**src/rtl/wave_pkg.sv**
```systemverilog
// Shared definitions for the waveform capture controller: default geometry
// and the controller state encoding.
package wave_pkg;

    localparam int DEF_DATA_W  = 12;
    localparam int DEF_ADDR_W  = 10;
    localparam int DEF_CAP_LEN = 1024;
    localparam int DEF_AUTO_TO = 4096;

    typedef enum logic [1:0] {
        ST_IDLE      = 2'd0,
        ST_WAIT_TRIG = 2'd1,
        ST_CAPTURE   = 2'd2,
        ST_READY     = 2'd3
    } cap_state_t;

endpackage

```
**src/rtl/trig_detect.sv**
```systemverilog
// Trigger detector: rising-level comparator against the previous valid sample,
// plus a saturating auto-trigger counter of untriggered valid samples.
module trig_detect
    import wave_pkg::*;
#(
    parameter int DATA_W  = DEF_DATA_W,
    parameter int AUTO_TO = DEF_AUTO_TO
) (
    input  logic              clk,
    input  logic              rst,
    input  logic              clear,
    input  logic              active,
    input  logic              trig_mode,
    input  logic [DATA_W-1:0] trig_level,
    input  logic [DATA_W-1:0] sample_in,
    input  logic              sample_valid,
    output logic              trig
);

    localparam int CNT_W = $clog2(AUTO_TO + 1);

    logic [DATA_W-1:0] prev_sample;
    logic              prev_valid;
    logic [CNT_W-1:0]  quiet_cnt;
    logic              level_cross;
    logic              auto_fire;

    // clear wins so the first sample after arming can never form a rising edge
    always_ff @(posedge clk or posedge rst) begin
        if (rst) begin
            prev_sample <= '0;
            prev_valid  <= 1'b0;
            quiet_cnt   <= '0;
        end else if (clear) begin
            prev_valid  <= 1'b0;
            quiet_cnt   <= '0;
        end else if (active && sample_valid) begin
            prev_sample <= sample_in;
            prev_valid  <= 1'b1;
            if (quiet_cnt != CNT_W'(AUTO_TO))
                quiet_cnt <= quiet_cnt + CNT_W'(1);
        end
    end

    always_comb begin
        level_cross = prev_valid && (prev_sample < trig_level) && (sample_in >= trig_level);
        auto_fire   = (quiet_cnt == CNT_W'(AUTO_TO));
        trig        = active && sample_valid && (!trig_mode || level_cross || auto_fire);
    end

endmodule

```
**src/rtl/wave_capture_ctrl.sv**
```systemverilog
// Double-buffered waveform capture: waits for a trigger, fills one RAM bank
// with CAP_LEN samples, then hands it to the display on the next frame_start.
module wave_capture_ctrl
    import wave_pkg::*;
#(
    parameter int DATA_W  = DEF_DATA_W,
    parameter int ADDR_W  = DEF_ADDR_W,
    parameter int CAP_LEN = DEF_CAP_LEN,
    parameter int AUTO_TO = DEF_AUTO_TO
) (
    input  logic              clk,
    input  logic              rst,
    input  logic              enable,
    input  logic              trig_mode,
    input  logic [DATA_W-1:0] trig_level,
    input  logic [DATA_W-1:0] sample_in,
    input  logic              sample_valid,
    input  logic              frame_start,
    output logic              ram_wr_en,
    output logic              ram_wr_bank,
    output logic [ADDR_W-1:0] ram_wr_addr,
    output logic [DATA_W-1:0] ram_wr_data,
    output logic              disp_bank,
    output logic              busy,
    output logic              capture_done
);

    localparam logic [ADDR_W-1:0] LAST_ADDR = ADDR_W'(CAP_LEN - 1);

    cap_state_t        state;
    cap_state_t        state_next;
    logic [ADDR_W-1:0] addr_cnt;
    logic [ADDR_W-1:0] addr_cnt_next;
    logic              wr_en_next;
    logic [ADDR_W-1:0] wr_addr_next;
    logic [DATA_W-1:0] wr_data_next;
    logic              swap;
    logic              trig;
    logic              trig_clear;
    logic              trig_active;

    assign trig_active = enable && (state == ST_WAIT_TRIG);

    trig_detect #(
        .DATA_W  (DATA_W),
        .AUTO_TO (AUTO_TO)
    ) u_trig (
        .clk          (clk),
        .rst          (rst),
        .clear        (trig_clear),
        .active       (trig_active),
        .trig_mode    (trig_mode),
        .trig_level   (trig_level),
        .sample_in    (sample_in),
        .sample_valid (sample_valid),
        .trig         (trig)
    );

    // enable low overrides everything, so an abort never writes or swaps
    always_comb begin
        state_next    = state;
        addr_cnt_next = addr_cnt;
        wr_en_next    = 1'b0;
        wr_addr_next  = ram_wr_addr;
        wr_data_next  = ram_wr_data;
        swap          = 1'b0;
        if (!enable) begin
            state_next = ST_IDLE;
        end else begin
            case (state)
                ST_IDLE: state_next = ST_WAIT_TRIG;
                ST_WAIT_TRIG: begin
                    if (trig) begin
                        wr_en_next    = 1'b1;
                        wr_addr_next  = '0;
                        wr_data_next  = sample_in;
                        addr_cnt_next = ADDR_W'(1);
                        state_next    = ST_CAPTURE;
                    end
                end
                ST_CAPTURE: begin
                    if (sample_valid) begin
                        wr_en_next   = 1'b1;
                        wr_addr_next = addr_cnt;
                        wr_data_next = sample_in;
                        if (addr_cnt == LAST_ADDR)
                            state_next = ST_READY;
                        else
                            addr_cnt_next = addr_cnt + ADDR_W'(1);
                    end
                end
                ST_READY: begin
                    if (frame_start) begin
                        swap       = 1'b1;
                        state_next = ST_WAIT_TRIG;
                    end
                end
                default: state_next = ST_IDLE;
            endcase
        end
        trig_clear = (state_next == ST_WAIT_TRIG) && (state != ST_WAIT_TRIG);
    end

    always_ff @(posedge clk or posedge rst) begin
        if (rst) begin
            state        <= ST_IDLE;
            addr_cnt     <= '0;
            ram_wr_en    <= 1'b0;
            ram_wr_addr  <= '0;
            ram_wr_data  <= '0;
            disp_bank    <= 1'b0;
            capture_done <= 1'b0;
        end else begin
            state        <= state_next;
            addr_cnt     <= addr_cnt_next;
            ram_wr_en    <= wr_en_next;
            ram_wr_addr  <= wr_addr_next;
            ram_wr_data  <= wr_data_next;
            disp_bank    <= disp_bank ^ swap;
            capture_done <= swap;
        end
    end

    assign ram_wr_bank = ~disp_bank;
    assign busy        = (state != ST_IDLE);

endmodule

```
**config.mk**
```make
export PLATFORM = sky130hd
export DESIGN_NAME = wave_capture_ctrl
export DESIGN_NICKNAME = d
export VERILOG_FILES = /design/src/rtl/wave_pkg.sv /design/src/rtl/trig_detect.sv /design/src/rtl/wave_capture_ctrl.sv
export SDC_FILE = /design/constraint.sdc
export NUM_CORES = 1
export LEC_CHECK = 0
export CELL_PAD_IN_SITES_DETAIL_PLACEMENT = 0
export CELL_PAD_IN_SITES_GLOBAL_PLACEMENT = 1
export CORE_MARGIN = 1.5
export CORE_UTILIZATION = 30
export CTS_CLUSTER_DIAMETER = 30
export DETAILED_ROUTE_END_ITERATION = 6
export GPL_ROUTABILITY_DRIVEN = 0
export PLACE_DENSITY_LB_ADDON = 0.1
export SYNTH_ARGS = -nofsm -noshare
export SYNTH_HDL_FRONTEND = slang
export SYNTH_HIERARCHICAL = 1
export SYNTH_SLANG_ARGS = --single-unit
```
**constraint.sdc**
```tcl
create_clock -name clk -period 4.35 [get_ports clk]
set_clock_uncertainty 0.1 [all_clocks]
set_input_delay 0.435 -clock clk [delete_from_list [all_inputs] [get_ports clk]]
set_output_delay 0.435 -clock clk [all_outputs]
set_load 0.02 [all_outputs]
```
**Yosys cells after proc, flatten, opt, wreduce, memory -nomap -nowiden**

Index checks and enable logic that the tools add are counted.

- $add $sub $neg: 2
- Magnitude comparators: 2
- Equal/unequal tests: 11
- Mux-type cells: 28
- Bitwise gates (word level): 3
- Reduce and logical (&&, ||, !) cells: 18

Operators with widths:

| kind | count |
|---|---|
| 2-to-1 mux 10 bit | 5 |
| one-hot mux 10 bit (2 select lines) | 2 |
| 2-to-1 mux 13 bit | 3 |
| 2-to-1 mux 12 bit | 2 |
| one-hot mux 12 bit (2 select lines) | 1 |
| adder 13 x 1 -> 13 bit (second input constant) | 1 |
| equality test 13 bit (second input constant) | 1 |
| != test 13 bit (second input constant) | 1 |
| greater-or-equal comparator 12 bit | 1 |
| < comparator 12 bit | 1 |
| adder 10 x 1 -> 10 bit (second input constant) | 1 |
| equality test 10 bit (second input constant) | 1 |
| 2-to-1 mux 2 bit | 5 |
| 2-to-1 mux 1 bit | 8 |
| one-hot mux 2 bit (4 select lines) | 1 |
| nonzero test 2 bit | 4 |
| logical AND 1 bit | 6 |
| != test 2 bit (second input constant) | 3 |
| AND reduction 5 bit | 1 |
| equality test 2 x 1 -> 1 bit (second input constant) | 2 |
| equality test 2 bit (second input constant) | 2 |
| AND reduction 2 bit | 2 |
| AND reduction 4 bit | 1 |
| logical NOT 2 bit | 1 |
| other kinds (6) | 8 |

- Flip-flop bits (word level): 63
- Input port bits: 30
- Word-level logic and storage cells: 74

**Logic depth before layout (Yosys ltp)**

- Depth after elaboration: 13
- Gate-level depth with buffers: 15

**Hierarchy**

The synthesis kept the hierarchy.

Modules (own cells, without submodules):

| module | times used | cells an instance | area an instance (µm²) | sequential area each (µm²) |
|---|---|---|---|---|
| wave_capture_ctrl | 1 | 184 | 1735.4 | 925.9 |
| trig_detect | 1 | 166 | 1712.9 | 650.6 |

**Worst setup path after synthesis**

Ideal clock, no wire load.

- Kind: input to register
- Start: input port sample_in[0]
- End: register u_trig.prev_sample[11]
- Setup time: 0.125 ns
- Data arrival time: 3.131 ns
- Required time: 4.125 ns
- Path slack: 0.995 ns
- Cell stages on the path: 14
- Cell sequence: inv_1 > ha_1 > nand2b_4 > a2111oi_2 > o41ai_1 > a221oi_1 > o32ai_1 > nand2b_1 > a21oi_1 > o41a_1 > o311a_1 > nand2b_1 > buf_2 > mux2_2

- Longest elaborated chain between the ends: 12

Ends and longest elaborated chain:

| item | RTL line | text |
|---|---|---|
| from (decl) | wave_capture_ctrl.sv:16 | `input logic [DATA_W-1:0] sample_in,` |
| greater-or-equal comparator 12 bit | trig_detect.sv:46 | `level_cross = prev_valid && (prev_sample < trig_level) && (sample_in >= trig_level);` |
| logical AND 1 bit | trig_detect.sv:46 |  |
| logical OR 1 bit (2 in series) | trig_detect.sv:48 | `trig = active && sample_valid && (!trig_mode \|\| level_cross \|\| auto_fire);` |
| logical AND 1 bit | trig_detect.sv:48 |  |
| net trig | wave_capture_ctrl.sv:38 | `logic trig;` |
| 2-to-1 mux 2 bit | wave_capture_ctrl.sv:73 | `if (trig) begin` |
| one-hot mux 2 bit (4 select lines) | wave_capture_ctrl.sv:70 | `case (state)` |
| 2-to-1 mux 2 bit | wave_capture_ctrl.sv:67 | `if (!enable) begin` |
| net state_next[0] | wave_capture_ctrl.sv:31 | `cap_state_t state_next;` |
| equality test 2 x 1 -> 1 bit | wave_capture_ctrl.sv:101 | `trig_clear = (state_next == ST_WAIT_TRIG) && (state != ST_WAIT_TRIG);` |
| logical AND 1 bit | wave_capture_ctrl.sv:101 |  |
| net trig_clear | wave_capture_ctrl.sv:39 | `logic trig_clear;` |
| inverter 1 bit (no line) | - |  |
| AND reduction 2 bit (no line) | - |  |
| to (signal assigned) | trig_detect.sv:38 | `prev_sample <= sample_in;` |
| to (decl) | trig_detect.sv:22 | `logic [DATA_W-1:0] prev_sample;` |

The timed path passes the listed nets, and every way through them passes these cells.
A chain may end at the register's enable or synchronous reset.

**Final worst setup path**

- Start: input port trig_level[7]
- End: register u_trig.prev_sample[2]

- Longest elaborated chain between the ends: 13
- Elaborated cells on any way between the ends: 14
- Classes of those cells: 2 x order compare; 1 x eq/ne; 3 x mux; 1 x bitwise; 7 x reduce/logical

Ends and longest elaborated chain:

| item | RTL line | text |
|---|---|---|
| from (decl) | wave_capture_ctrl.sv:15 | `input logic [DATA_W-1:0] trig_level,` |
| < comparator 12 bit | trig_detect.sv:46 |  |
| logical AND 1 bit | trig_detect.sv:46 |  |
| logical AND 1 bit (*) | trig_detect.sv:46 |  |
| logical OR 1 bit (*) (2 in series) | trig_detect.sv:48 |  |
| logical AND 1 bit (*) | trig_detect.sv:48 |  |
| net trig | wave_capture_ctrl.sv:38 |  |
| 2-to-1 mux 2 bit (*) | wave_capture_ctrl.sv:73 |  |
| one-hot mux 2 bit (4 select lines) (*) | wave_capture_ctrl.sv:70 |  |
| 2-to-1 mux 2 bit (*) | wave_capture_ctrl.sv:67 |  |
| net state_next[0] | wave_capture_ctrl.sv:31 |  |
| equality test 2 x 1 -> 1 bit (*) | wave_capture_ctrl.sv:101 |  |
| logical AND 1 bit (*) | wave_capture_ctrl.sv:101 |  |
| net trig_clear | wave_capture_ctrl.sv:39 |  |
| inverter 1 bit (no line) (*) | - |  |
| AND reduction 2 bit (no line) (*) | - |  |

The timed path passes the listed nets; every way through them passes the cells marked *.

==> results.md <==
- CTS Sinks: 63
- Worst flop-to-flop path endpoint: u_trig/prev_sample[2]$_DFFE_PP0P_
- Crit path time final: 3650 ps
- Power Total: 1.74 mW
- Antenna-violating nets left: 0
- Core box area: 11000 µm²
- EDFF count, synth: 0
- DR WL/cell: 14.5 µm
- HP Class: reg2reg
- Reg clk slew, reported paths: 60 ps
- Final worst path period share: 83.9%
- Initial antenna violation count: 0
- Synthesis-to-finish area growth: 29.9%
- Nets: 475
- Gr ovfl total: 0
- Starting Density: 31.3%
- Fmax: 274 MHz
- Final setup margin: 699 ps
- Pwr per Cell Area: 389 nW/µm²
- CTS tree: done
- Die area: 12100 µm²
- Status: complete, no violations
- Final setup viols: 0
- Slew headroom: 30.9%
- Syn_nets: 412
- Critical Path Source: trig_level[7]
- CTS max path bufs: 2
- Synthesized cell area: 3450 µm²
- Critical-path maximum fanout: 13
- P_leak: 2.05 nW
- DRC viols: 0
- Iteration-0 DRC count of the detailed router: 81
- Die extent in x: 110 µm
- Via count: 2656
- CTS buffer count: 9
- Post-synth top cells: 67 x nand2_1, 63 x dfrtp_1, 32 x ha_1, 29 x inv_1, 24 x nor2_1
- Largest net degree at the start of global routing: 38
- Post-DP HPWL: 6050 µm
- Cells on worst reg2reg path: 14
- Antenna cells: 0
- # resized after CTS: 0
- FF-to-FF Start: state[1]$_DFF_PP0_
- Post-synth cell types: 53
- # hold bufs at CTS: 0
- Most common cell in the netlist: nand2_1
- Max IR drop VDD: 0.169 mV
- Share of the synthesized area in the top cell type: 45.7%
- Max-Cap Viols: 0
- First-pass GRT wire length: 13000 µm
- Setup WS pre-CTS: 268 ps
- Critical Path AT: 3760 ps
- Largest area contributor in the netlist: dfrtp_1
- GRT Total Usage: 14.3%
- Worst Tran Pin Value: 1040 ps
- Final wirelength: 8070 µm
- Clk root buf: clkbuf_16
- Layout cell share with drive strength beyond 1: 10.0%
- Synthesized netlist cell count: 350
- Avg Synthesized Cell Area: 9.85 µm²
- Post-synthesis sequential area ratio: 45.7%
- Setup crit end kind: flop
- Synthesized flop and latch total: 63
- Final setup TNS: 0 ps
- DRT Pass-1 Iters: 4
- RSZ-0062 raised after global routing: false
- Final Hold Vio Count: 0
- Buffer count from post-CTS setup fixing: 0
- Worst skew pair latency: 330 ps
- Setup slack, reg-to-reg: 910 ps
- Placement Rows: 38
- FILL cells: 1116
- Req. time, crit path: 4460 ps
- Synth area leaders: dfrtp_1 46%, ha_1 12%, nand2_1 7.3%
- Num ports: 57
- CP endpoint: u_trig/prev_sample[2]$_DFFE_PP0P_
- Max Slew Vio Count: 0
- IO Port Bufs: 56
- Vias per cell: 4.76
- Crit start category: primary input
- Ys async rst share: 100%
- Number of global-route vias before repair: 2587
- H-tree levels: 3
- Synth warn: 6
- Crit Path Class: in2reg
- Synth Flop Type: dfrtp_1
- Die Y-Extent: 110 µm
-- worst max-delay path, stage by stage --
cell and delay [ps]:
clkdlybuf4s50_1 460, inv_1 60, ha_1 290, nand2_1 70, o41ai_1 450, a221oi_1 170, o32ai_1 330, nand2b_1 230
a21oi_1 80, o41a_1 410, o311a_1 150, nand2b_1 140, buf_4 200, mux2_2 280
-- per-stage QoR --
step | std cells | hold slack [ps] | area (µm²) | util [%]
6_report | 558 | 373 | 4480 | 40.6
3_5_place_dp | 542 | 362 | 4180 | 37.9
4_1_cts | 558 | 376 | 4480 | 40.6
2_1_floorplan | 350 | 350 | 3450 | -
5_1_grt | 558 | 402 | 4480 | 40.6
3_3_place_gp | 542 | 359 | 4180 | 37.9
-- state kept, by name, summed over array words and instances (netlist names) --
| name | flops |
|---|---|
| ram_wr_addr | 10 |
| capture_done | 1 |
| ram_wr_data | 12 |
| state | 2 |
| u_trig/prev_valid | 1 |
| u_trig/prev_sample | 12 |
| addr_cnt | 10 |
| u_trig/quiet_cnt | 13 |
| disp_bank | 1 |
| ram_wr_en | 1 |
-- worst min-delay path by stage --
stage | end | from | cells after the start
finish | ram_wr_data[9]$_DFFE_PP0P_ | ram_wr_data[9]$_DFFE_PP0P_ | 2
global route | ram_wr_addr[6]$_DFFE_PP0P_ | ram_wr_addr[6]$_DFFE_PP0P_ | 2
CTS | ram_wr_data[9]$_DFFE_PP0P_ | ram_wr_data[9]$_DFFE_PP0P_ | 2
detailed placement | ram_wr_data[9]$_DFFE_PP0P_ | ram_wr_data[9]$_DFFE_PP0P_ | 2
global placement | ram_wr_data[9]$_DFFE_PP0P_ | ram_wr_data[9]$_DFFE_PP0P_ | 2
floorplan | u_trig/prev_sample[0]$_DFFE_PP0P_ | u_trig/prev_sample[0]$_DFFE_PP0P_ | 2
-- final cells by class --
class / instances / area [µm²] / share of cell area [%]
Clock buffer: 9 / 225 / 5.03
Clock inverter: 7 / 72.6 / 1.62
Sequential cell: 63 / 1580 / 35.2
Timing Repair Buffer: 61 / 598 / 13.4
Multi-Input combinational cell: 249 / 1720 / 38.5
Inverter: 29 / 109 / 2.43
Tap cell: 140 / 175 / 3.91
-- per-layer routing --
| layer | wire, µm | vias up | share of wire (%) | GRT usage, % |
|---|---|---|---|---|
| li1 | - | 1353 | - | - |
| met1 | 3900 | 1239 | 48 | 19.3 |
| met2 | 3680 | 53 | 46 | 22.5 |
| met3 | 382 | 11 | 4.7 | 3.35 |
| met4 | 104 | 0 | 1.3 | 4.95 |
| met5 | 0 | - | 0 | 0 |
-- placed cells by master, fill, tap and decap left out, types with 10 or more instances in the layout --
cell type         n
inv_1            29
clkdlybuf4s50_1  56
nor2_1           24
ha_1             32
a21oi_1          14
nand2_1          67
dfrtp_1          63
nand3_1          10
mux2_2           11
xor2_1           10
-- cells by family (layout without fill, tap and decap cells) --
group / Yosys count / after routing / synth area share, %
AOI/OAI and AO/OA: 60 / 60 / 12.4
xor gates and xnor gates: 13 / 13 / 3.30
adders and majority gates: 32 / 32 / 11.6
buffers and inverters: 38 / 106 / 4.32
DFF: 63 / 63 / 45.7
muxes: 12 / 12 / 4.03
and+or+nand+nor: 132 / 132 / 18.6
-- power breakdown --
| group | switching (mW) | internal [mW] |
|---|---|---|
| clock network | 0.273 | 0.444 |
| logic | 0.169 | 0.164 |
| registers | 0.0422 | 0.652 |
| total | 0.484 | 1.26 |
Power figures use the tool's default switching activity.
